--- config.mk ---
export PLATFORM = sky130hd
export DESIGN_NAME = vmem_arbiter
export DESIGN_NICKNAME = d
export VERILOG_FILES = /design/src/rtl/vmem_arbiter_pkg.sv /design/src/rtl/vmem_arbiter.sv
export SDC_FILE = /design/constraint.sdc
export NUM_CORES = 1
export LEC_CHECK = 0
export ABC_AREA = 1
export ABC_CLOCK_PERIOD_IN_PS = 2060
export BUFFER_PORTS_ARGS = -buffer_cell sky130_fd_sc_hd__buf_4
export CAP_MARGIN = 20
export CORE_AREA = 2 2 122 124
export DETAILED_ROUTE_END_ITERATION = 10
export DIE_AREA = 0 0 124 126
export SYNTH_ARGS = -nofsm -noshare
export SYNTH_HDL_FRONTEND = slang
export SYNTH_SLANG_ARGS = --single-unit
--- constraint.sdc ---
create_clock -name clk -period 2.06 [get_ports clk]
set_input_delay 0.206 -clock clk [delete_from_list [all_inputs] [get_ports clk]]
set_output_delay 0.206 -clock clk [all_outputs]
set_load 0.01 [all_outputs]
--- src/rtl/vmem_arbiter_pkg.sv ---
// ---------------------------------------------------------------------------
// vmem_arbiter_pkg
// Shared definitions for the scalar/vector data-memory arbiter:
//   - FSM state encodings (IDLE, OWN_S, OWN_V)
//   - owner identifiers (scalar / vector)
//   - default number of beats in one vector access
//   - packed request bundle used by the request mux
// ---------------------------------------------------------------------------
package vmem_arbiter_pkg;

    // FSM state encodings
    localparam logic [1:0] ST_IDLE  = 2'd0;
    localparam logic [1:0] ST_OWN_S = 2'd1;
    localparam logic [1:0] ST_OWN_V = 2'd2;

    // Owner identifiers, also the encoding of last_v
    localparam logic OWNER_S = 1'b0;
    localparam logic OWNER_V = 1'b1;

    // Two 32-bit beats make one 64-bit vector access
    localparam int VEC_BEATS_DEFAULT = 2;

    // One memory request as seen on the shared bus
    typedef struct packed {
        logic        write;
        logic [31:0] addr;
        logic [31:0] wdata;
        logic [3:0]  wmask;
    } mem_req_t;

endpackage

--- src/rtl/vmem_arbiter.sv ---
// ---------------------------------------------------------------------------
// vmem_arbiter
// Shares the single 32-bit data-memory bus between the scalar load/store path
// and the vector load/store unit. Ownership is granted round-robin from IDLE;
// the vector side keeps the bus for VEC_BEATS accepted beats so its two words
// are never split by scalar traffic. Only one read may be outstanding, and its
// response is routed to whichever side owns the bus.
//
// Ports
//   clk, rst                 clock, asynchronous active-high reset
//   s_valid/s_write/s_addr/s_wdata/s_wmask   scalar request
//   s_ready                  scalar beat accepted this cycle
//   s_resp_valid/s_resp_rdata               scalar load response
//   v_valid/v_write/v_addr/v_wdata/v_wmask   vector request (from vlsu)
//   v_ready                  vector beat accepted this cycle
//   v_resp_valid/v_resp_rdata               vector load response
//   mem_valid/mem_write/mem_addr/mem_wdata/mem_wmask  memory request
//   mem_ready                memory accepts the presented beat
//   mem_resp_valid/mem_resp_rdata           memory read response
//   stray_resp               response arrived with no read outstanding
// ---------------------------------------------------------------------------
module vmem_arbiter
    import vmem_arbiter_pkg::*;
#(
    parameter int VEC_BEATS = VEC_BEATS_DEFAULT
) (
    input  logic        clk,
    input  logic        rst,
    input  logic        s_valid,
    input  logic        s_write,
    input  logic [31:0] s_addr,
    input  logic [31:0] s_wdata,
    input  logic [3:0]  s_wmask,
    output logic        s_ready,
    output logic        s_resp_valid,
    output logic [31:0] s_resp_rdata,
    input  logic        v_valid,
    input  logic        v_write,
    input  logic [31:0] v_addr,
    input  logic [31:0] v_wdata,
    input  logic [3:0]  v_wmask,
    output logic        v_ready,
    output logic        v_resp_valid,
    output logic [31:0] v_resp_rdata,
    output logic        mem_valid,
    output logic        mem_write,
    output logic [31:0] mem_addr,
    output logic [31:0] mem_wdata,
    output logic [3:0]  mem_wmask,
    input  logic        mem_ready,
    input  logic        mem_resp_valid,
    input  logic [31:0] mem_resp_rdata,
    output logic        stray_resp
);

    localparam int CW = $clog2(VEC_BEATS + 1);

    logic [1:0]    state;
    logic [1:0]    state_nxt;
    logic          last_v;
    logic          last_v_nxt;
    logic [CW-1:0] beat_cnt;
    logic [CW-1:0] beat_cnt_nxt;
    logic          rd_pend;
    logic          rd_pend_nxt;

    logic          own_s;
    logic          own_v;
    mem_req_t      sel;
    logic          sel_valid;
    logic [CW-1:0] beat_lim;
    logic          can_issue;
    logic          accept;
    logic          accept_rd;
    logic          resp_live;

    // Owner request mux, ready gating and response routing
    always_comb begin
        own_s     = (state == ST_OWN_S);
        own_v     = (state == ST_OWN_V);
        sel       = '0;
        sel_valid = 1'b0;
        beat_lim  = '0;
        if (own_s) begin
            sel.write = s_write;
            sel.addr  = s_addr;
            sel.wdata = s_wdata;
            sel.wmask = s_wmask;
            sel_valid = s_valid;
            beat_lim  = CW'(1);
        end else if (own_v) begin
            sel.write = v_write;
            sel.addr  = v_addr;
            sel.wdata = v_wdata;
            sel.wmask = v_wmask;
            sel_valid = v_valid;
            beat_lim  = CW'(VEC_BEATS);
        end else begin
            sel       = '0;
            sel_valid = 1'b0;
            beat_lim  = '0;
        end

        // A new beat may go out only when owned, no read is in flight and
        // the owner still has beats left in its access
        can_issue = (own_s | own_v) & ~rd_pend & (beat_cnt < beat_lim);

        mem_valid = sel_valid & can_issue;
        mem_write = sel.write;
        mem_addr  = sel.addr;
        mem_wdata = sel.wdata;
        mem_wmask = sel.wmask;

        s_ready   = mem_ready & can_issue & own_s;
        v_ready   = mem_ready & can_issue & own_v;

        accept    = mem_valid & mem_ready;
        accept_rd = accept & ~sel.write;

        // A response belongs to the owner if a read is pending or was
        // accepted in this very cycle (zero-latency memory)
        resp_live = mem_resp_valid & (own_s | own_v) & (rd_pend | accept_rd);

        s_resp_valid = resp_live & own_s;
        v_resp_valid = resp_live & own_v;
        s_resp_rdata = (resp_live & own_s) ? mem_resp_rdata : 32'h0000_0000;
        v_resp_rdata = (resp_live & own_v) ? mem_resp_rdata : 32'h0000_0000;

        stray_resp   = mem_resp_valid & ~resp_live & ~rst;
    end

    // Next-state: arbitration, beat counting, read tracking, release
    always_comb begin
        state_nxt    = state;
        last_v_nxt   = last_v;
        beat_cnt_nxt = accept ? (beat_cnt + CW'(1)) : beat_cnt;

        if (mem_resp_valid) begin
            rd_pend_nxt = 1'b0;
        end else if (accept_rd) begin
            rd_pend_nxt = 1'b1;
        end else begin
            rd_pend_nxt = rd_pend;
        end

        case (state)
            ST_IDLE: begin
                // Contention goes to the side not granted last time
                if (s_valid && (!v_valid || last_v)) begin
                    state_nxt    = ST_OWN_S;
                    last_v_nxt   = OWNER_S;
                    beat_cnt_nxt = '0;
                end else if (v_valid) begin
                    state_nxt    = ST_OWN_V;
                    last_v_nxt   = OWNER_V;
                    beat_cnt_nxt = '0;
                end else begin
                    state_nxt    = ST_IDLE;
                end
            end
            ST_OWN_S, ST_OWN_V: begin
                // Release once every beat is accepted and its data is back,
                // looking at next values so a same-cycle response counts
                if ((beat_cnt_nxt == beat_lim) && !rd_pend_nxt) begin
                    state_nxt = ST_IDLE;
                end else begin
                    state_nxt = state;
                end
            end
            default: begin
                state_nxt = ST_IDLE;
            end
        endcase
    end

    // State registers
    always_ff @(posedge clk or posedge rst) begin
        if (rst) begin
            state    <= ST_IDLE;
            last_v   <= OWNER_V;
            beat_cnt <= '0;
            rd_pend  <= 1'b0;
        end else begin
            state    <= state_nxt;
            last_v   <= last_v_nxt;
            beat_cnt <= beat_cnt_nxt;
            rd_pend  <= rd_pend_nxt;
        end
    end

endmodule

Word level (Yosys, flattened, before mapping)

Cells that the tools add are included.

Bitwise logic cells: 20
Mux-type cells: 20
Add/sub/neg operators: 1
Eq/ne operators: 4
Reductions and logical operators: 9
Magnitude comparators: 1

Operators with widths:

| kind                                                                  | number |
|---|---|
| 69-bit 2-to-1 mux                                                     | 2 |
| 32-bit 2-to-1 mux                                                     | 2 |
| 2-bit 2-to-1 mux                                                      | 9 |
| 1-bit AND                                                             | 14 |
| 1-bit 2-to-1 mux                                                      | 6 |
| 1-bit inverter                                                        | 4 |
| 2-bit one-hot mux with 2 select lines                                 | 1 |
| 2-bit by 1-bit adder with 2-bit output, second input constant         | 1 |
| 2-bit by 1-bit equality test with 1-bit output, second input constant | 1 |
| 2-bit equality test                                                   | 1 |
| 2-bit equality test, second input constant                            | 1 |
| 1-bit logical AND                                                     | 2 |
| 1-bit zero test                                                       | 2 |
| 2-bit zero test                                                       | 1 |
| 2-bit < comparator                                                    | 1 |
| 2-bit inequality test, second input constant                          | 1 |
| 1-bit OR                                                              | 2 |
| 2-bit AND reduction                                                   | 1 |
| 2-bit nonzero test                                                    | 1 |
| 2-bit OR reduction                                                    | 1 |
| 1-bit logical OR                                                      | 1 |

Logic and storage cells: 59
Input bits: 176
Register bits after elaboration: 6
Output and inout bits: 139

Longest topological paths before layout

Gate-level depths: netlist (run 1).

Depth in word-level cells: 14
Mapped depth: 15
Mapped depth without buffers: 15

Worst setup path before layout (run 1)

OpenSTA, ideal clock, no wires.

Kind: register -> output
From: reg state[0]
To: out s_resp_rdata[22]
Data arrival time: 1975 ps
Cell stages (with the launch flop): 13
Path buffers: 1
Data required time: 1854 ps
Slack: -121 ps
Path through: dfrtp_1 -> inv_1 -> ha_1 -> inv_1 -> ha_1 -> nand2_1 -> nand4_2 -> o21ai_2 -> nand2_1 -> nor2_4 -> nand2_4 -> buf_6 -> nor2_1

Word-level cells in the longest chain between the ends: 12
Elaborated cells between the ends (all ways): 21
Classes of those cells: order compare (1); eq/ne (2); mux (7); bitwise (11)

RTL lines:

| what                     | RTL line            | source |
|---|---|---|
| start: declaration       | vmem_arbiter.sv:58  | `logic [1:0] state;` |
| start signal: assignment | vmem_arbiter.sv:184 | `state <= state_nxt;` |
| 2-bit equality test      | vmem_arbiter.sv:80  | `own_v = (state == ST_OWN_V);` |
| 2-bit 2-to-1 mux         | vmem_arbiter.sv:91  | `end else if (own_v) begin` |
| 2-bit 2-to-1 mux         | vmem_arbiter.sv:84  | `if (own_s) begin` |
| 2-bit < comparator       | vmem_arbiter.sv:106 | `can_issue = (own_s \| own_v) & ~rd_pend & (beat_cnt < beat_lim);` |
| 1-bit AND                | vmem_arbiter.sv:106 |  |
| 1-bit AND                | vmem_arbiter.sv:108 | `mem_valid = sel_valid & can_issue;` |
| 1-bit AND                | vmem_arbiter.sv:117 | `accept = mem_valid & mem_ready;` |
| 1-bit AND                | vmem_arbiter.sv:118 | `accept_rd = accept & ~sel.write;` |
| 1-bit OR                 | vmem_arbiter.sv:122 | `resp_live = mem_resp_valid & (own_s \| own_v) & (rd_pend \| accept_rd);` |
| 1-bit AND                | vmem_arbiter.sv:122 |  |
| 1-bit AND (*)            | vmem_arbiter.sv:126 | `s_resp_rdata = (resp_live & own_s) ? mem_resp_rdata : 32'h0000_0000;` |
| 32-bit 2-to-1 mux (*)    | vmem_arbiter.sv:126 |  |
| end: declaration         | vmem_arbiter.sv:36  | `output logic [31:0] s_resp_rdata,` |

Every way passes the cells marked *; elsewhere a longest branch is shown, timed or not.

Worst setup path after layout (run 1)

From: reg state[0]
To: out v_resp_rdata[30]

Word-level cells in the longest chain between the ends: 12
Elaborated cells between the ends (all ways): 21
Classes of those cells: order compare (1); eq/ne (2); mux (7); bitwise (11)

RTL lines:

| what                  | RTL line            | source |
|---|---|---|
| 2-bit equality test   | vmem_arbiter.sv:80  |  |
| 2-bit 2-to-1 mux      | vmem_arbiter.sv:91  |  |
| 2-bit 2-to-1 mux      | vmem_arbiter.sv:84  |  |
| 2-bit < comparator    | vmem_arbiter.sv:106 |  |
| 1-bit AND             | vmem_arbiter.sv:106 |  |
| 1-bit AND             | vmem_arbiter.sv:108 |  |
| 1-bit AND             | vmem_arbiter.sv:117 |  |
| 1-bit AND             | vmem_arbiter.sv:118 |  |
| 1-bit OR              | vmem_arbiter.sv:122 |  |
| 1-bit AND             | vmem_arbiter.sv:122 |  |
| 1-bit AND (*)         | vmem_arbiter.sv:127 | `v_resp_rdata = (resp_live & own_v) ? mem_resp_rdata : 32'h0000_0000;` |
| 32-bit 2-to-1 mux (*) | vmem_arbiter.sv:127 |  |
| end: declaration      | vmem_arbiter.sv:44  | `output logic [31:0] v_resp_rdata,` |

Marks and branches as above.

==> results of run 1 <==
==> worst max-delay path, delay by kind of cell, from the launching register on <==
kind	cells	cell delay, ps
simple gates	6	640
buf+inv	4	470
fa+ha+maj	2	380
compound gates	1	180
flops	1	390
==> layout by cell type, fill, tap and decap left out, drive strengths merged <==
cell type,n
nor3,1
ha,6
clkbuf,7
and3,1
nand4,3
nand3,6
dfrtp,5
nor2,75
dfstp,1
inv,51
xor2,1
a22o,69
a21oi,3
nand2,25
o21ai,2
dlygate4sd3,1
buf,345
==> path summary, 6_finish.rpt <==
path	cells past startpoint	to	startpoint
max	13	v_resp_rdata[30]	state[0]$_DFFE_PP0P_
min	4	rd_pend$_DFF_PP0_	mem_resp_valid
max reg2reg	17	state[1]$_DFFE_PP0P_	state[0]$_DFFE_PP0P_
min reg2reg	2	last_v$_DFFE_PP1P_	last_v$_DFFE_PP1P_
max in group asynchronous	3	last_v$_DFFE_PP1P_	rst
min in group asynchronous	3	rd_pend$_DFF_PP0_	rst
==> stage by stage <==
| step | setup TNS, ps | hold WS (ps) | area (sq um) | worst slack, ps | utilization, % |
|---|---|---|---|---|---|
| after global placement | -9700 | 175 | 4810 | -182 | 33.6 |
| after detailed placement | -10230 | 167 | 4810 | -186 | 33.6 |
| after CTS | -24460 | 298 | 5120 | -407 | 35.8 |
| after global routing | -36280 | 350 | 5360 | -572 | 37.5 |
| final | -27360 | 330 | 5360 | -446 | 37.5 |
| after floorplan | -1250 | -3.84 | 2220 | -39.3 | - |
==> registers in the layout (all words and copies together) (netlist names) <==
signal / cells
beat_cnt: 2
last_v: 1
rd_pend: 1
state: 2
==> layout make-up <==
class / instances / area share (%)
Timing Repair Buffer: 349 / 54.7
Multi-Input combinational cell: 192 / 33.1
Tap cell: 184 / 4.29
Inverter: 51 / 3.66
Sequential cell: 6 / 2.85
Clock buffer: 4 / 1.47
==> power breakdown <==
part	internal (uW)	switching [uW]	total, uW
Combinational	1680	1550	3220
Sequential	156	33.1	189
Clock	258	75.6	333
Total	2090	1650	3750
==> timing repair <==
item | 4_1_cts | 5_1_grt
gates cloned | 0 | 7
hold endpoints to repair | 5 | 0
pin swaps | 2 | 6
resized for setup | 55 | 28
hold buffers | 1 | 0
endpoints found under the setup margin | 135 | 102
buffers inserted | 3 | 3
==> metal layers <==
layer | vias up | share of wire (%)
met1 | 1492 | 39
li1 | 1568 | -
met3 | 7 | 9.4
met5 | - | 0
met2 | 186 | 51
met4 | 0 | 0.59
==> cells by family after synthesis <==
family,count (synthesis)
AO/OA/AOI/OAI,74
buffers and inverters,72
adder cells (fa/ha/maj),6
XOR/XNOR,1
AND/OR/NAND/NOR,111
flip-flops,6
==> results.md, run 1 <==
- Sequential cell area: 153 sq um
- Distinct cells, synth: 23
- Status: complete, but fails checks
- Seq/Total Area, Yosys: 9.11%
- Post-synthesis simple-gate area fraction: 28.1%
- Initial Util: 11.6%
- Largest net degree at the start of global routing: 69
- Final Hold Vio Count: 0
- Initial DRC Count: 139
- H-tree Lvls: 1
- Peak supply drop: 0.000421 V
- Met2 Usage GRT: 23.5%
- Max Fclk: 399 MHz
- Layer with the highest usage: met2
- Final WL: 12.5 mm
- Number of nets in the layout: 785
- Max Root-Sink Buffers: 2
- R2R Setup Slk: -60 ps
- Syn Nets: 452
- Required @ worst endpoint: 1850 ps
- Area share of xor/xnor cells in the synthesized design: 0.527%
- Final setup viols: 69
- Worst-Skew Late Latency: 240 ps
- Compound-gate portion of the synthesized area: 38.1%
- # DRC: 0
- GRT overflow: 0
- Setup WS post-layout: -446 ps
- Max_cap viols: 0
- Post-synthesis cell count: 270
- Cell Chain, Critical Path: inv_2 > ha_4 > inv_4 > ha_4 > nand2_4 > nand4_4 > o21ai_2 > nand2_2 > nor2_4 > nand2_4 > buf_12 > nor2_4 > buf_6
- Met1 GRT Util: 15.3%
- Routed Antenna Nets: 0
- Relative slew slack: 77.0%
- Die Wd: 124 microns
- Cell taking the most area after synthesis: a22o_1
- EDFF count, synth: 0
- Wirelength per Cell: 15.9 microns
- Fin cells: 786
- Worst-case clock skew: 4.90 ps
- M3 GR Usage: 3.22%
- DR pass1 iterations: 4
- Async S/R FF share, synth: 100%
- I/O Buffers: 314
- IO Pins: 315
- Clock Sinks: 6
- Drt via density: 4.14
- Worst stage delay on the critical path: 390 ps
- Fin crit share: 122%
- Cells after DPL: 768
- P per Cell Area: 699 nW/um^2
- HP Class: input pin to flip-flop
- Adder-cell share of the synthesized area: 4.52%
- Unrepaired setup endpoints after global routing: yes
- Area of the multi-input gates: 1770 sq um
- Fin crit period: 2510 ps
- Area delta synth->final: 223%
- Setup CP Type: flip-flop to output port
- CTS root buf: clkbuf_16
- Fill cells: 1418
- Top-count cell post-synth: nor2_1
- Gp weighted congestion: 0.785
- Synthesis Warnings: 0
- Largest family of logic cells by synthesized area: compound AO/OA/AOI/OAI gates
- Ant diodes: 0
- Initial antenna violation count: 0
- Post-Syn Area per Cell: 6.15 sq um
- Synth top cells by count: 74 x nor2_1, 69 x a22o_1, 50 x inv_1
- Flops & latches, synth: 6
- CP startpoint kind: flip-flop
- Hpwl dp: 9.69 mm
- Post-Syn Area: 1660 sq um
- Top FF cell, synth: dfrtp_1
- WP data arrival: 2300 ps
- Die Area: 15600 sq um
- Worst Path Max Fanout: 9
- Crit path capture type: output port
- Synth area leaders: a22o_1 36%, nor2_1 17%, inv_1 11%
- Area share of the leading cell type in the synthesized netlist: 36.4%
- Crit-path slowest cell: dfrtp_1
- Clk pin slew, worst setup/hold paths: 40 ps
- Fin. max-slew vios: 0
- Via count: 3253
- Layout cells sized above 1: 74.4%
- Global-route wire length before repair: 15.6 mm
- Leak Pwr: 0.00282 uW
- Placement Rows: 44
- Mux cell area share after synthesis: 0%
- Num CTS Buffers: 3
- CTS tree: built
- Failing checks: setup timing
- Vias in the first global route: 2901
- Die Height: 126 microns
- All-layer global routing usage: 12.8%
- Total power draw: 3750 uW
- Least-Margin Pin Slew: 345 ps
- Core box area: 14300 sq um
No activity file was read; power rests on OpenSTA's default activity.
==> run 2, diff against run 1 <==
--- a/config.mk
+++ b/config.mk
@@ -12,6 +12,7 @@
 export CORE_AREA = 2 2 122 124
 export DETAILED_ROUTE_END_ITERATION = 10
 export DIE_AREA = 0 0 124 126
+export REMOVE_ABC_BUFFERS = 1
 export SYNTH_ARGS = -nofsm -noshare
 export SYNTH_HDL_FRONTEND = slang
 export SYNTH_SLANG_ARGS = --single-unit
==> results.md, run 2 (synthesized netlist as in run 1, its figures left out) <==
- CP startpoint kind: flip-flop
- Hold_sp: mem_resp_valid
- All-layer global routing usage: 13.3% (+0.49 points)
- Least-Margin Pin Slew: 332 ps (-13.4 ps)
- Initial Util: 11.6% (unchanged)
- P per Cell Area: 743 nW/um^2 (+6.3%)
- FF-to-FF path depth: 16 (-1)
- H-tree Lvls: 1 (unchanged)
- FF-to-FF End: state[1]$_DFFE_PP0P_
- Die Wd: 124 microns (unchanged)
- Worst-Skew Late Latency: 230 ps (about the same)
- Routed Antenna Nets: 0 (unchanged)
- CTS root buf: clkbuf_16
- Fin. max-slew vios: 0 (unchanged)
- Setup slack after placement: -325 ps (-138 ps)
- Unrepaired setup endpoints after global routing: yes
- Via count: 3262 (+0.28%)
- Peak supply drop: 0.000770 V (+83%)
- Number of nets in the layout: 784 (-0.13%)
- Required @ worst endpoint: 1850 ps (about the same)
- Hold Path End: rd_pend$_DFF_PP0_
- Clk pin slew, worst setup/hold paths: 40 ps (about the same)
- Die Height: 126 microns (unchanged)
- Relative slew slack: 77.9% (+0.90 points)
- Max Root-Sink Buffers: 2 (unchanged)
- Cell area after placement: 4240 sq um (-12%)
- Leak Pwr: 0.00274 uW (-2.8%)
- Area delta synth->final: 208%
- Worst Path Max Fanout: 8 (-1)
- Drt via density: 4.14 (+0.15%)
- Hold depth: 4 (unchanged)
- Wirelength per Cell: 16.2 microns (+1.9%)
- Layout cells sized above 1: 71.7% (-2.7 points)
- Max Fclk: 392 MHz (-1.7%)
- Hpwl dp: 9.35 mm (-3.5%)
- R2R Setup Slk: -90 ps (-30 ps)
- WL met1: 4.99 mm (+2.7%)
- Setup CP Type: flip-flop to output port
- R2r startpoint: state[1]$_DFFE_PP0P_
- Final Cell Area: 5110 sq um (-4.7%)
- Met2 wire length: 6.58 mm (+3.4%)
- WL met3: 940 microns (-19%)
- # DRC: 0 (unchanged)
- Global-route wire length before repair: 16.4 mm (+4.7%)
- Buf+Inv Stages, Crit Path: 3 (-1)
- Crit path capture type: output port
- Cell Chain, Critical Path: ha_4 > inv_4 > ha_4 > nand2_2 > nand4_4 > o21ai_4 > nand2_2 > nor2_4 > buf_12 > nand2_8 > nor2_2 > buf_4
- Fin crit share: 124% (+2.1 points)
- Initial DRC Count: 77 (-45%)
- Status: complete, but fails checks
- Initial antenna violation count: 3 (+3)
- Fin crit period: 2550 ps (+44.2 ps)
- Final WL: 12.7 mm (+2.0%)
- Num CTS Buffers: 3 (unchanged)
- Final setup viols: 69 (unchanged)
- DR pass1 iterations: 4 (unchanged)
- Placement Rows: 44 (unchanged)
- Failing checks: setup timing
- Largest net degree at the start of global routing: 47 (-32%)
- Delay-heaviest family, CP: simple AND/OR/NAND/NOR gates
- Core box area: 14300 sq um (unchanged)
- Die Area: 15600 sq um (unchanged)
- Worst stage delay on the critical path: 460 ps (+70 ps)
- Crit-path slowest cell: dfrtp_2
- Top flop regs: beat_cnt x2, state x2
- IO Pins: 315 (unchanged)
- Setup WS post-layout: -490 ps (-44.2 ps)
- Clock Sinks: 6 (unchanged)
- CTS tree: built
- Vias in the first global route: 2925 (+0.83%)
- Worst-case clock skew: 3.50 ps (-1.40 ps)
- Most frequent cells in the layout: 325 x buf_4, 68 x a22o_1, 46 x inv_1, 30 x nor2_4, 27 x nor2_2
- Max Used Layer: met5
- Gp weighted congestion: 0.865 (+10%)
- HP Class: input pin to flip-flop
- I/O Buffers: 314 (unchanged)
- Max_cap viols: 0 (unchanged)
- WP data arrival: 2340 ps (+40 ps)
- GRT overflow: 0 (unchanged)
- Commonest non-fill, non-tap cell in the layout: buf_4
- Final Hold Vio Count: 0 (unchanged)
[run 2: cell count changes in the layout (fill, tap and decap cells not counted), moves of 4 or more]
cell,delta
buf_4,+37
buf_6,-44
nand2_1,+4
nand2_4,-4
nand2_8,+8
nor2_1,+12
nor2_2,+20
nor2_4,-32
[run 2: worst max-delay path by stage]
| stage | depth (start not counted) | start | to |
|---|---|---|---|
| floorplan | 9 | state[1]$_DFFE_PP0P_ | s_resp_valid |
| global placement | 12 | state[0]$_DFFE_PP0P_ | v_resp_rdata[12] |
| detailed placement | 12 | state[0]$_DFFE_PP0P_ | v_resp_rdata[29] |
| CTS | 12 | state[1]$_DFFE_PP0P_ | s_resp_rdata[15] |
| global route | 13 | state[0]$_DFFE_PP0P_ | s_resp_rdata[8] |
| finish | 12 | state[1]$_DFFE_PP0P_ | s_resp_rdata[8] |
[run 2: what timing repair did]
action,CTS,global route
resized for setup,45,85
pin swaps,6,8
buffers inserted,5,4
hold endpoints to repair,5,0
hold buffers,1,0
gates cloned,5,5
endpoints found under the setup margin,122,125
[run 2: worst register-to-register path, stage by stage, from the launching register on]
cell,delay [ps]
dfrtp_2,460
ha_4,190
inv_4,60
ha_4,190
nand2_2,90
nand4_4,130
buf_4,160
buf_4,120
buf_4,130
nand2_1,70
nand2_1,70
nand2_1,60
nand2_1,60
nand3_2,80
nand2_1,60
nand2_1,60
nand2_1,50
[run 2: routing by layer]
layer / global-route usage, % / up-vias
li1: - / 1585
met1: 16.2 / 1516
met2: 23.8 / 144
met3: 2.08 / 15
met4: 4.03 / 2
met5: 0 / -
[run 2: layout make-up]
class	count	area, sq um
Timing Repair Buffer	341	2710
Antenna cell	2	5.00
Sequential cell	6	153
Clock buffer	4	78.8
Tap cell	184	230
Multi-Input combinational cell	199	1730
Fill cell	1538	9200
Inverter	51	196
[run 2: metrics by stage]
step	total power [uW]	hold slack, ps	setup TNS (ps)	util [%]	cells
6_report	3800	348	-30130	35.7	787
5_1_grt	4070	373	-37600	35.7	787
4_1_cts	3570	292	-25080	32.6	776
3_5_place_dp	2890	164	-18610	29.6	761
3_3_place_gp	2900	165	-14630	29.6	761
2_1_floorplan	1460	-3.77	-347270	-	249
[run 2: power by group]
part	internal [uW]	total [uW]	switching (uW)
registers	156	187	30.8
clock network	257	330	72.8
logic	1710	3280	1560
